## src/rtl/pipe_hazard_ctrl.sv

```systemverilog
// Hazard/sequencing controller for the 5-stage pipeline: decides per cycle whether the IF/ID and
// ID/EX registers hold or take a bubble (load-use, EX redirects, multi-cycle EX ops with watchdog).
module pipe_hazard_ctrl #(
  parameter int unsigned MC_TIMEOUT = 64,
  parameter int unsigned CNT_W      = 16
) (
  input  logic             clk,
  input  logic             rst_n,
  input  logic [4:0]       id_rs1,
  input  logic [4:0]       id_rs2,
  input  logic             id_uses_rs1,
  input  logic             id_uses_rs2,
  input  logic [4:0]       ex_rd,
  input  logic             ex_is_load,
  input  logic             ex_mc_start,
  input  logic             mc_done,
  input  logic             ex_redirect,
  output logic             pc_stall,
  output logic             if_id_stall,
  output logic             if_id_flush,
  output logic             id_ex_stall,
  output logic             id_ex_flush,
  output logic             mc_timeout,
  output logic [CNT_W-1:0] stall_cnt
);

  localparam int unsigned WaitW = $clog2(MC_TIMEOUT);
  localparam logic [WaitW-1:0] WaitLast = WaitW'(MC_TIMEOUT - 1);

  typedef enum logic [1:0] {StRun, StMcWait, StFault} state_e;

  state_e             state_q, state_d;
  logic [WaitW-1:0]   wait_q, wait_d;
  logic               timeout_q, timeout_d;
  logic [CNT_W-1:0]   stall_cnt_q, stall_cnt_d;

  logic load_use;
  logic mc_hold;   // multi-cycle op (or fault) holds the whole front end
  logic run_ops;   // evaluate redirect / load-use as in normal flow
  logic redirect;
  logic lu_bubble;

  assign load_use = ex_is_load && (ex_rd != 5'd0) &&
                    ((id_uses_rs1 && (id_rs1 == ex_rd)) || (id_uses_rs2 && (id_rs2 == ex_rd)));

  always_comb begin
    mc_hold   = 1'b0;
    run_ops   = 1'b0;
    state_d   = state_q;
    wait_d    = wait_q;
    timeout_d = timeout_q;
    case (state_q)
      StRun: begin
        if (ex_mc_start && !mc_done) begin
          mc_hold = 1'b1;
          wait_d  = WaitW'(1);
          state_d = StMcWait;
        end else if (!ex_mc_start) begin
          run_ops = 1'b1;
        end
      end
      StMcWait: begin
        if (!mc_done) begin
          mc_hold = 1'b1;
          if (wait_q == WaitLast) begin
            state_d   = StFault;
            timeout_d = 1'b1;
          end else begin
            wait_d = wait_q + WaitW'(1);
          end
        end else begin
          // Completion cycle behaves like RUN with no new multi-cycle start.
          run_ops = 1'b1;
          state_d = StRun;
        end
      end
      StFault: mc_hold = 1'b1;
      default: state_d = StRun;
    endcase
  end

  assign redirect  = run_ops && ex_redirect;
  assign lu_bubble = run_ops && !ex_redirect && load_use;

  // Gating with rst_n keeps all controls low for the whole reset assertion, not just after an edge.
  assign pc_stall    = rst_n && (mc_hold || lu_bubble);
  assign if_id_stall = rst_n && (mc_hold || lu_bubble);
  assign if_id_flush = rst_n && redirect;
  assign id_ex_stall = rst_n && mc_hold;
  assign id_ex_flush = rst_n && (redirect || lu_bubble);

  always_comb begin
    stall_cnt_d = stall_cnt_q;
    if (pc_stall && (stall_cnt_q != '1)) begin
      stall_cnt_d = stall_cnt_q + CNT_W'(1);
    end
  end

  always_ff @(posedge clk or negedge rst_n) begin
    if (!rst_n) begin
      state_q     <= StRun;
      wait_q      <= '0;
      timeout_q   <= 1'b0;
      stall_cnt_q <= '0;
    end else begin
      state_q     <= state_d;
      wait_q      <= wait_d;
      timeout_q   <= timeout_d;
      stall_cnt_q <= stall_cnt_d;
    end
  end

  assign mc_timeout = timeout_q;
  assign stall_cnt  = stall_cnt_q;

endmodule
```

## config.mk

```make
export PLATFORM = sky130hd
export DESIGN_NAME = pipe_hazard_ctrl
export DESIGN_NICKNAME = d
export VERILOG_FILES = /design/src/rtl/pipe_hazard_ctrl.sv
export SDC_FILE = /design/constraint.sdc
export NUM_CORES = 1
export LEC_CHECK = 0
export CAP_MARGIN = 5
export CORE_ASPECT_RATIO = 1.25
export CORE_MARGIN = 2
export CORE_UTILIZATION = 49
export CTS_CLUSTER_DIAMETER = 100
export DETAILED_ROUTE_END_ITERATION = 7
export GPL_TIMING_DRIVEN = 0
export PLACE_DENSITY = 0.81
export SLEW_MARGIN = 20
export SYNTH_ARGS = -nofsm -noshare
export SYNTH_HDL_FRONTEND = slang
export SYNTH_SLANG_ARGS = --single-unit
```

## constraint.sdc

```tcl
create_clock -name clk -period 5.88 [get_ports clk]
set_clock_uncertainty 0.1 [all_clocks]
set_input_delay 0.588 -clock clk [delete_from_list [all_inputs] [get_ports clk]]
set_output_delay 0.588 -clock clk [all_outputs]
set_load 0.05 [all_outputs]
```

Yosys cells after proc, flatten, opt, wreduce, memory -nomap -nowiden
Index checks and enable logic that the tools add are counted.
{"block": "totals", "romBits": 0, "ramBits": 0, "latchBits": 0, "output_inout_bits": 22, "elab_cells": 57, "register_bits": 25, "memories": 0, "input_bits": 23}
{"block": "classes", "shift": 0, "n_div": 0, "reduce_logical": 24, "n_lt_le_gt_ge": 0, "bitwise_logic": 2, "eq_ne": 10, "add_sub_neg": 2, "mul": 0, "n_mux": 15}
{"operator": "6-bit 2-to-1 mux", "n": 3}
{"operator": "16-bit by 1-bit adder with 16-bit output, second input constant", "n": 1}
{"operator": "16-bit inequality test, second input constant", "n": 1}
{"operator": "1-bit logical AND", "n": 13}
{"operator": "6-bit one-hot mux with 2 select lines", "n": 1}
{"operator": "5-bit equality test", "n": 2}
{"operator": "6-bit by 1-bit adder with 6-bit output, second input constant", "n": 1}
{"operator": "6-bit equality test, second input constant", "n": 1}
{"operator": "2-bit 2-to-1 mux", "n": 3}
{"operator": "2-bit inequality test, second input constant", "n": 3}
{"operator": "2-bit one-hot mux with 3 select lines", "n": 1}
{"operator": "3-bit AND reduction", "n": 2}
{"operator": "1-bit 2-to-1 mux", "n": 5}
{"operator": "5-bit nonzero test", "n": 1}
{"operator": "4-bit AND reduction", "n": 1}
{"operator": "1-bit logical OR", "n": 3}
{"operator": "3-bit inequality test, second input constant", "n": 1}
{"operator": "1-bit one-hot mux with 3 select lines", "n": 1}
{"operator": "2-bit by 1-bit equality test with 1-bit output, second input constant", "n": 1}
{"operator": "2-bit equality test, second input constant", "n": 1}
{"operator": "1-bit zero test", "n": 2}
{"operator": "2-bit zero test", "n": 1}
{"operator": "1-bit NOT", "n": 2}
{"operator": "1-bit one-hot mux with 2 select lines", "n": 1}
{"operator": "2-bit nonzero test", "n": 1}

Longest topological paths before layout
{"block": "depth", "ltp_word": 9, "mapped_depth": 7}

Worst setup path before layout
Ideal clock, no wire load.
{"block": "synth_path", "path_type": "input to output", "startpoint": "in ex_rd[1]", "endpoint": "out pc_stall", "cell_stages": 6, "setup_slack_ns": 2.982, "arrival_ns": 2.210, "cell_sequence": "or4_1 -> nor2_1 -> and4bb_2 -> a21oi_4 -> inv_1 -> buf_4"}
{"block": "synth_via", "elab_chain_len": 7, "elab_cells_between_ends": 11, "cone_classes": "eq/ne: 2; reduce/logical: 9"}
{"element": "start: declaration", "line": "13", "text": "input logic [4:0] ex_rd,"}
{"element": "5-bit equality test", "line": "44", "text": "((id_uses_rs1 && (id_rs1 == ex_rd)) || (id_uses_rs2 && (id_rs2 == ex_rd)));"}
{"element": "1-bit logical AND", "line": "44"}
{"element": "1-bit logical OR", "line": "44"}
{"element": "1-bit logical AND *", "line": "43", "text": "assign load_use = ex_is_load && (ex_rd != 5'd0) &&"}
{"element": "1-bit logical AND *", "line": "83", "text": "assign lu_bubble = run_ops && !ex_redirect && load_use;"}
{"element": "1-bit logical OR *"}
{"element": "1-bit logical AND *"}
{"element": "end: declaration", "line": "18", "text": "output logic pc_stall,"}
Every way passes the cells marked *; elsewhere a longest branch is shown, timed or not.

Final worst setup path
{"block": "layout_path", "startpoint": "in ex_rd[2]", "endpoint": "out pc_stall"}
{"block": "layout_via", "elab_chain_len": 7, "elab_cells_between_ends": 11, "cone_classes": "eq/ne: 2; reduce/logical: 9"}
{"element": "5-bit equality test", "line": "44"}
{"element": "1-bit logical AND", "line": "44"}
{"element": "1-bit logical OR", "line": "44"}
{"element": "1-bit logical AND *", "line": "43"}
{"element": "1-bit logical AND *", "line": "83"}
{"element": "1-bit logical OR *", "line": "86", "text": "assign pc_stall = rst_n && (mc_hold || lu_bubble);"}
{"element": "1-bit logical AND *", "line": "86"}
Marked as above.

==> out/qor.yml <==
drive_gt1_share_pct: 7.292
cp_cell_sequence: "clkdlybuf4s50_1 > or4_1 > nor2_1 > and4bb_2 > a21oi_4 > inv_1 > buf_4 > clkdlybuf4s50_1"
hold_viol_final: 0
grt_overflow_total: 0
leakage_nw: 0.8265
tightestPinTransition_ns: 0.5863
cp_max_fo: 9
maxSlewViolCount: 0
nets: 218
synth_top_family_by_area: "simple AND/OR/NAND/NOR gates"
initialDrtViolationCount: 26
maxCapViolCount: 0
critPathBufInv: 4
synth-simple-area-share_pct: 24.25
cts_resized: 0
dieArea_um2: 3345
hold_ws_ns: 0.1316
io_buffers: 44
setup_viol: 0
n_fill_cell: 217
slew_headroom_pct: 60.92
period_minus_slack_ns: 3.862
synth_edf_count: 0
p_per_area_nw_per_um2: 282.6
cts.sinks: 25
wl_um: 3343
ys.flop_type: "dfrtp_1"
cp-start-kind: "input port"
cts_setup_buffers: 0
min_path_type: "in2async"
async_flop_share_pct: 100.0
synthCells: 144
pin_count: 45
dr.pass1.iters: 4
seq_area_frac_synth_pct: 44.09
critical-path-slowest-cell: "clkdlybuf4s50_1"
clk_pin_slew_ns: 0.15
ys_types: 35
htree_num_levels: 1
synth_compound_area_share_pct: 10.23
routedWlPerCell_um: 14.79
required_ns: 5.19
grt_pass1_vias: 1355
worst_slack_ns: 2.018
netlist_area_um2: 1419
netlist.area_leader.share_pct: 44.09
fmax_mhz: 258.9
cts-root-buf: "clkbuf_4"
area_growth_pct: 35.80
die_w_um: 52.13
start_util_pct: 52.43
end_kind: "output port"
crit_path_frequent_cell: "clkdlybuf4s50_1"
cts_inserted_buffers: 3
syn-mean-instance-area_um2: 9.853
synth.ff_latch_count: 25
synthAdderAreaFrac_pct: 1.764
core_area_um2: 2706
antenna_found_initial: 0
vias: 1250
ant_nets: 0
rows: 21
cp_data_arrival_time_ns: 3.17
path_delay_family: "buffers and inverters"
ir_drop_mv: 0.2709
post-route-period-util_pct: 65.68
status: "finished clean"
max_stage_delay_ns: 0.70
grt.total_usage_pct: 22.93
via_per_inst: 5.531
dieHeight_um: 64.17
antenna_cells: 0
synth_warnings: 0
clock_latency_ns: 0.34
muxShareOfSynthArea_pct: 1.587
grt_max_degree: 29
cts_tree: "yes"
synth_xor_area_share_pct: 15.43
dp_hpwl_um: 2564
grt_pass1_wl_um: 5851
tns_ns: 0
rsz0062_at_grt: "no"
route.detailed.drc: 0
clockBufferDepth: 2
routabilityCongestion: 0.7957
cts_hold_buf: 0
synth_top_cell_by_area: "dfrtp_1"
synth_area_leaders: "dfrtp_1 44%, xnor2_1 9.3%, xor2_1 6.2%"
syn_nets: 169
dpl_worst_slack_ns: 2.025
critPathKind: "in2out"
[area by class of cell]
| class | count | area [µm²] | share of cell area (%) |
|---|---|---|---|
| Buffer | 1 | 7.507 | 0.3896 |
| Clock buffer | 3 | 22.52 | 1.169 |
| Clock inverter | 1 | 7.507 | 0.3896 |
| Inverter | 8 | 30.03 | 1.558 |
| Multi-Input combinational cell | 110 | 755.7 | 39.22 |
| Sequential cell | 25 | 625.6 | 32.47 |
| Tap cell | 34 | 42.54 | 2.208 |
| Timing Repair Buffer | 44 | 435.4 | 22.60 |
[state kept, by name (all words and copies together) (netlist names)]
signal      cells
stall_cnt      16
wait_q          6
state_q         2
mc_timeout      1
[power by group]
group | total (mW) | switching, mW | internal (mW) | leakage (nW)
Sequential | 0.242 | 0.0414 | 0.201 | 0.323
Combinational | 0.221 | 0.134 | 0.0861 | 0.490
Clock | 0.0817 | 0.0556 | 0.0261 | 0.0139
[metal layers]
| layer | vias to the layer above | global-route usage, % | share of wire, % |
|---|---|---|---|
| met5 | - | 0 | 0 |
| met4 | 0 | 8.974 | 1.8 |
| met3 | 7 | 5.140 | 7.4 |
| met2 | 42 | 40.82 | 51 |
| met1 | 600 | 25.84 | 40 |
| li1 | 601 | - | - |
[cells by family after synthesis]
group,count (synthesis)
AND/OR/NAND/NOR,63
XOR/XNOR,25
flip-flops,25
AO/OA/AOI/OAI,18
buffers and inverters,9
multiplexers,2
adder cells (fa/ha/maj),2
[synth_stat cells (2+ instances only)]
cell type and number:
or4_1 2, xor2_1 10, xnor2_1 15, nor4b_1 3
inv_1 8, nor2_1 11, nand2_1 11, o21a_1 3
or3_1 3, nand3_1 10, ha_1 2, o22ai_1 2
and2_1 2, nand4_1 4, nor3_1 8, a21o_1 3
dfrtp_1 25, nor2b_1 2, o21ai_0 4
[final timing paths]
path | cells after the start | slack, ns | start | end
max in group asynchronous | 1 | 5.16 | rst_n | state_q[1]
min | 1 | 0.13 | rst_n | stall_cnt[0]
min reg2reg | 1 | 0.39 | mc_timeout | mc_timeout
max reg2reg | 6 | 3.39 | stall_cnt[0] | stall_cnt[1]
min in group clk | 1 | 0.39 | mc_timeout | mc_timeout
max | 8 | 2.02 | ex_rd[2] | pc_stall
[per-stage QoR]
stage	util (%)	instance area (µm²)	power, mW	instances
2_1_floorplan	-	1419	0.3783	144
4_1_cts	71.20	1927	0.5473	226
3_5_place_dp	70.09	1897	0.4654	222
5_1_grt	71.20	1927	0.5740	226
3_3_place_gp	70.27	1902	0.4557	222
6_report	71.20	1927	0.5446	226
[layout by cell type, fill, tap and decap left out, types with 2 or more instances in the layout]
cell type / Yosys / routed
nor4b_1: 3 / 3
clkdlybuf4s50_1: 0 / 43
a21o_1: 3 / 3
dfrtp_1: 25 / 25
or4_1: 2 / 2
nand4_1: 4 / 4
nor3_1: 8 / 8
nand3_1: 10 / 10
nand2_1: 11 / 11
xor2_1: 10 / 10
nor2_1: 11 / 11
xnor2_1: 15 / 15
ha_1: 2 / 2
o21a_1: 3 / 3
o22ai_1: 2 / 2
inv_1: 8 / 8
clkbuf_4: 0 / 3
and2_1: 2 / 2
or3_1: 3 / 3
nor2b_1: 2 / 2
o21ai_0: 4 / 4
No activity file was read; power rests on OpenSTA's default activity.
